[config.mk]
export PLATFORM = sky130hd
export DESIGN_NAME = shift_issue_stage
export DESIGN_NICKNAME = d
export VERILOG_FILES = /design/src/rtl/shift_issue_stage.sv
export SDC_FILE = /design/constraint.sdc
export NUM_CORES = 1
export LEC_CHECK = 0
export CAP_MARGIN = 5
export CORE_ASPECT_RATIO = 1.5
export CORE_MARGIN = 5
export CORE_UTILIZATION = 25
export DETAILED_ROUTE_END_ITERATION = 8
export GPL_ROUTABILITY_DRIVEN = 0
export GPL_TIMING_DRIVEN = 1
export SLEW_MARGIN = 20
export SYNTH_ARGS = -nofsm -noshare
export SYNTH_HDL_FRONTEND = slang
export SYNTH_SLANG_ARGS = --single-unit
[constraint.sdc]
create_clock -name clk -period 1.8 [get_ports clk]
set_clock_uncertainty 0.1 [all_clocks]
set_input_delay 0.27 -clock clk [delete_from_list [all_inputs] [get_ports clk]]
set_output_delay 0.27 -clock clk [all_outputs]
set_load 0.005 [all_outputs]
[src/rtl/shift_issue_stage.sv]
// Decode-to-execute issue stage for the 16-bit barrel shifter: two-entry skid buffer with flush.
// Optional stall counter output enabled by defining SHIFT_ISSUE_PERF_EN.
module shift_issue_stage #(
    parameter int TAG_W = 3
) (
    input  logic             clk,
    input  logic             rst_n,
    input  logic             flush,
    input  logic             in_valid,
    output logic             in_ready,
    input  logic [15:0]      in_opnd,
    input  logic [15:0]      in_cnt_reg,
    input  logic [3:0]       in_cnt_imm,
    input  logic             in_cnt_sel,
    input  logic [1:0]       in_op,
    input  logic [TAG_W-1:0] in_tag,
    output logic             out_valid,
    input  logic             out_ready,
    output logic [15:0]      out_opnd,
    output logic [3:0]       out_cnt,
    output logic [1:0]       out_op,
    output logic [TAG_W-1:0] out_tag
`ifdef SHIFT_ISSUE_PERF_EN
    ,
    output logic [15:0]      stall_cnt
`endif
);

    typedef enum logic [1:0] {
        EMPTY = 2'd0,
        ONE   = 2'd1,
        FULL  = 2'd2
    } state_t;

    typedef struct packed {
        logic [15:0]      opnd;
        logic [3:0]       cnt;
        logic [1:0]       op;
        logic [TAG_W-1:0] tag;
    } entry_t;

    state_t state_q, state_d;
    entry_t m_q, m_d;
    entry_t s_q, s_d;
    logic   in_ready_q, in_ready_d;

    logic   accept;
    logic   drain;
    entry_t new_entry;
    logic   cnt_reg_unused;

    // Only the low nibble of the register count reaches the shifter.
    assign cnt_reg_unused = ^in_cnt_reg[15:4];

    assign in_ready  = in_ready_q;
    assign out_valid = (state_q != EMPTY);
    assign accept    = in_valid & in_ready_q;
    assign drain     = out_valid & out_ready;

    always_comb begin
        new_entry      = '0;
        new_entry.opnd = in_opnd;
        new_entry.cnt  = in_cnt_sel ? in_cnt_imm : in_cnt_reg[3:0];
        new_entry.op   = in_op;
        new_entry.tag  = in_tag;
    end

    always_comb begin
        state_d = state_q;
        m_d     = m_q;
        s_d     = s_q;
        case (state_q)
            EMPTY: begin
                if (accept) begin
                    m_d     = new_entry;
                    state_d = ONE;
                end
            end
            ONE: begin
                if (accept && !drain) begin
                    s_d     = new_entry;
                    state_d = FULL;
                end else if (accept && drain) begin
                    m_d = new_entry;
                end else if (drain) begin
                    state_d = EMPTY;
                end
            end
            FULL: begin
                if (drain) begin
                    m_d     = s_q;
                    state_d = ONE;
                end
            end
            default: state_d = EMPTY;
        endcase
        // A drain in the flush cycle has already been consumed; everything else is dropped.
        if (flush) begin
            state_d = EMPTY;
        end
        in_ready_d = (state_d != FULL);
    end

    always_ff @(posedge clk) begin
        if (!rst_n) begin
            state_q    <= EMPTY;
            m_q        <= '0;
            s_q        <= '0;
            in_ready_q <= 1'b1;
        end else begin
            state_q    <= state_d;
            m_q        <= m_d;
            s_q        <= s_d;
            in_ready_q <= in_ready_d;
        end
    end

    // Outputs are forced to zero whenever nothing is presented.
    always_comb begin
        out_opnd = '0;
        out_cnt  = '0;
        out_op   = '0;
        out_tag  = '0;
        if (out_valid) begin
            out_opnd = m_q.opnd;
            out_cnt  = m_q.cnt;
            out_op   = m_q.op;
            out_tag  = m_q.tag;
        end
    end

`ifdef SHIFT_ISSUE_PERF_EN
    logic [15:0] stall_cnt_q, stall_cnt_d;
    logic [1:0]  stall_inc;
    logic [16:0] stall_sum;

    always_comb begin
        stall_inc   = {1'b0, in_valid & ~in_ready_q} + {1'b0, out_valid & ~out_ready};
        stall_sum   = {1'b0, stall_cnt_q} + {15'b0, stall_inc};
        stall_cnt_d = stall_sum[16] ? 16'hFFFF : stall_sum[15:0];
    end

    always_ff @(posedge clk) begin
        if (!rst_n) begin
            stall_cnt_q <= '0;
        end else begin
            stall_cnt_q <= stall_cnt_d;
        end
    end

    assign stall_cnt = stall_cnt_q;
`endif

endmodule
# After elaboration in Yosys (flattened, before gate mapping)
# Cells that the tools add are included.
dict set report totals {
  reg_bits 53
  in_bits 47
  output_inout_bits 27
  wordCells 44
}
dict set report op_classes {
  n_eq_ne 7
  n_mux 17
  bitwise_logic 2
  n_reduce_logical 8
}
# op count
set op_table {}
lappend op_table {{$mux W25} 4}
lappend op_table {{$pmux W25 S3} 1}
lappend op_table {{$mux W16} 1}
lappend op_table {{$mux W2} 7}
lappend op_table {{$ne A2 B2 Y1 const B} 5}
lappend op_table {{$mux W4} 2}
lappend op_table {{$pmux W2 S3} 1}
lappend op_table {{$reduce_and A5 Y1} 1}
lappend op_table {{$mux W3} 1}
lappend op_table {{$reduce_bool A3 Y1} 1}
lappend op_table {{$and A1 B1 Y1} 2}
lappend op_table {{$eq A2 B1 Y1 const B} 1}
lappend op_table {{$eq A2 B2 Y1 const B} 1}
lappend op_table {{$logic_and A1 B1 Y1} 2}
lappend op_table {{$logic_not A2 Y1} 1}
lappend op_table {{$reduce_and A2 Y1} 1}
lappend op_table {{$reduce_bool A2 Y1} 1}
lappend op_table {{$logic_not A1 Y1} 1}

# Depth between registers and ports, before layout
dict set report depth {
  ltp_word 8
  ltp_mapped 7
  depth_no_buf 4
}

# Worst setup path before layout
# No wires, ideal clock.
dict set report synth_path {
  path_kind {reg2out}
  startpoint {register state_q[1]}
  endpoint {output out_opnd[6]}
  arrival_ps 1216
  required_time_ps 1430
  setup_slack_ps 214
  stages_incl_launch_ff 5
  path_buffers 2
  cell_sequence {dfxtp_1 > buf_6 > nor2_1 > clkbuf_1 > and2b_1}
}
dict set report synth_between {
  elab_chain_cells 2
}
# item line
set synth_lines {}
lappend synth_lines {{start: declaration} 42} ;# state_t state_q, state_d;
lappend synth_lines {{start signal: assignment} 111} ;# state_q <= state_d;
lappend synth_lines {{$reduce_bool A2 Y1} 56} ;# assign out_valid = (state_q != EMPTY);
lappend synth_lines {{$mux W16} 124} ;# if (out_valid) begin
lappend synth_lines {{end: declaration} 19} ;# output logic [15:0] out_opnd,
# Every way passes these cells.

# Worst setup path after layout
dict set report layout_path {
  startpoint {register state_q[0]}
  endpoint {output out_tag[0]}
}
dict set report layout_between {
  elab_chain_cells 2
}
# item line
set layout_lines {}
lappend layout_lines {{$reduce_bool A2 Y1} 56}
lappend layout_lines {{$mux W3} 124}
lappend layout_lines {{end: declaration} 22} ;# output logic [TAG_W-1:0] out_tag
# Every way passes these cells.

==> flow_metrics.py <==
metrics = {
    "cts": {
        "cts_tree": "built",
        "clock-sinks": 53,
        "worstSkewPairLatency_ns": 0.30,
        "path_clk_slew_ns": 0.07,
        "ctsHoldBuffers": 0,
        "clk_path_buf_depth": 2,
        "cts-root-buf": "clkbuf_16",
        "ctsHtreeMaxLevel": 2,
        "cts-buffers-inserted": 5,
    },
    "worst_setup_path": {
        "rr_worst_depth": 6,
        "cp-start-kind": "flip-flop",
        "crit_type": "flip-flop to output pin",
        "end_kind": "output pin",
        "worst_ep_arrival_time_ns": 1.37,
        "rr_startpoint": "state_q[0]$_SDFF_PN0_",
        "cpPeakStageDelay_ns": 0.34,
        "worstReg2RegEnd": "m_q[12]$_SDFFE_PN0P_",
        "r2r_slack_ns": 0.22,
        "cp_max_fo": 15,
        "crit_required_ns": 1.43,
        "crit_chain": "nor2_4, buf_12, and2b_1, dlygate4sd2_1",
        "slowest_stage": "dfxtp_2",
    },
    "yosys": {
        "synth_fp_nets": 322,
        "synth.distinct_cells": 26,
        "ys_warn_count": 0,
        "syn_inst": 275,
        "synth_top_area_share": 0.423,
        "netlist_area_sq_mm": 0.00251,
        "synth_area_leader_cell": "dfxtp_1",
        "ys_seq_area_frac": 0.423,
        "yosys_register_bits": 53,
        "avgSynthCellArea_sq_um": 9.12,
        "ys_top_cells_by_area": "dfxtp_1, nand2_1, mux2i_1",
    },
    "placement": {
        "hpwl_mm": 4.21,
        "place_area_sq_mm": 0.00328,
        "io_buffers": 61,
    },
    "finish": {
        "area_delta_synth_final_pct": 39.2,
        "diodes": 0,
        "fin_util": 0.358,
        "drive_gt1_frac": 0.114,
        "fillers": 1008,
        "fin_area_sq_mm": 0.00349,
        "fin_nets": 389,
    },
    "global_route": {
        "grt_pass1_wl_mm": 9.70,
        "grt_max_degree": 35,
        "grt-ovfl-total": 0,
        "track_usage": 0.0992,
        "grt_pass1_vias": 2058,
        "antenna_found_initial": 0,
    },
    "sta": {
        "period_share": 0.968,
        "setup_viol": 0,
        "max-slew-margin-rel": 0.802,
        "hold_violations": 0,
        "rsz0062_at_grt": "false",
        "holdWs_ns": 0.258,
        "tightest_slew_ns": 0.297,
        "slew_viol_final": 0,
        "fmax_mhz": 574,
        "period_needed_ns": 1.74,
    },
    "min_path": {
        "holdPathEnd": "s_q[8]$_SDFFE_PN0P_",
        "min_from": "rst_n",
        "hp-class": "input pin to flip-flop",
        "holdPathStages": 2,
    },
    "routing": {
        "viasPerCell": 4.52,
        "avgRoutedWirePerCell_microns": 13.2,
        "drtAntennaViolNets": 0,
        "wl_mm": 6.03,
        "vias": 2071,
        "first_iter_violations": 51,
        "first_pass_iters": 4,
        "drc": 0,
    },
    "floorplanning": {
        "initial_utilization": 0.257,
        "dieArea_sq_mm": 0.0122,
        "die_h_microns": 133,
        "die-width_microns": 91.8,
        "design.core.area_sq_mm": 0.00974,
        "rows": 44,
        "io_pins": 74,
    },
    "power_and_ir_drop": {
        "leakage_uw": 0.00180,
        "p_per_area_mw_per_mm2": 784,
        "max-vdd-ir-drop_mv": 0.551,
    },
    "run_status": {
        "status": "completed",
    },
    "run": {
        "cap_viol_max_count": 0,
    },
}
## registers in the layout (all words and copies together) (netlist names)
signal	count
s_q	25
in_ready	1
m_q	25
state_q	2
## placed cells by master (no fill, tap or decap), types with 4 or more instances in the layout
cell type and count:
a21boi_0 11, a21boi_1 10, and2b_1 6, buf_4 19, clkbuf_16 5, clkdlybuf4s50_1 34, dfxtp_1 51, dlygate4sd2_1 24
mux2i_1 26, nand2_1 77, nor2b_1 19, o2111ai_1 4, o211a_1 25, o21ai_1 4
## power by group
| part | switching, uW | total [uW] | internal (uW) |
|---|---|---|---|
| registers | 25.4 | 1260 | 1230 |
| clock network | 432 | 1130 | 694 |
| logic | 148 | 353 | 205 |
## through the flow
| step | worst slack (ns) | std cells | TNS [ns] | power, uW |
|---|---|---|---|---|
| after global placement | -0.0892 | 444 | -3.05 | 1630 |
| final | 0.0579 | 458 | 0 | 2730 |
| after CTS | 0.00739 | 452 | 0 | 2770 |
| after detailed placement | -0.189 | 444 | -5.17 | 1640 |
| after floorplan | 0.214 | 275 | 0 | 1470 |
| after global routing | 0.00267 | 458 | 0 | 2850 |
## cell type report
class | count | area, sq um | area share
multi-input cells | 196 | 1310 | 0.374
flip-flops and latches | 53 | 1060 | 0.305
repair buffers | 84 | 792 | 0.227
well taps | 115 | 144 | 0.0412
clock buffers | 6 | 139 | 0.0398
clock inverters | 2 | 37.5 | 0.0108
inverters | 2 | 7.51 | 0.00215
## Yosys cell counts, drive strengths merged
cell type / number
nand2: 77
dfxtp: 53
mux2i: 26
o211a: 25
a21boi: 21
nor2b: 20
buf: 15
clkbuf: 9
and2b: 6
o2111ai: 4
o21ai: 4
nand2b: 3
inv: 2
nor2: 2
a211o: 1
nand3b: 1
nand4b: 1
nor3: 1
o21a: 1
o22a: 1
o31ai: 1
or3: 1
## how the worst max path moves through the flow
stage | startpoint | endpoint | slack (ns)
floorplan | state_q[1]$_SDFF_PN0_ | out_opnd[6] | 0.21
global placement | out_ready | s_q[22]$_SDFFE_PN0P_ | -0.09
detailed placement | out_ready | s_q[2]$_SDFFE_PN0P_ | -0.19
CTS | state_q[1]$_SDFF_PN0_ | out_opnd[14] | 0.007
global route | state_q[0]$_SDFF_PN0_ | out_op[1] | 0.003
finish | state_q[0]$_SDFF_PN0_ | out_tag[0] | 0.06
## repair_timing
item	4_1_cts	5_1_grt
buffers inserted	0	5
pin swaps	0	1
cloned	0	1
gates resized for setup	30	3
endpoints found under the setup margin	26	2
## critical path: cells and delay by family (launching register included)
| kind | cells | cell delay, ns |
|---|---|---|
| buf+inv | 2 | 0.41 |
| simple gates | 2 | 0.32 |
| flops | 1 | 0.34 |
## routing by layer
| metal | track usage | wire [microns] | vias to the layer above | share of wire |
|---|---|---|---|---|
| li1 | - | - | 1065 | - |
| met1 | 0.113 | 2650 | 966 | 0.44 |
| met2 | 0.174 | 3030 | 32 | 0.50 |
| met3 | 0.0233 | 217 | 8 | 0.036 |
| met4 | 0.0446 | 121 | 0 | 0.020 |
| met5 | 0 | 0 | - | 0 |
## cell families (layout without fill, tap and decap cells)
kind of cell	count (synthesis)	count (layout)	share of synthesized area
simple gates	112	112	0.207
flops	53	53	0.423
buf+inv	26	94	0.0634
compound gates	58	58	0.203
mux	26	26	0.104
Power figures use the tool's default switching activity.
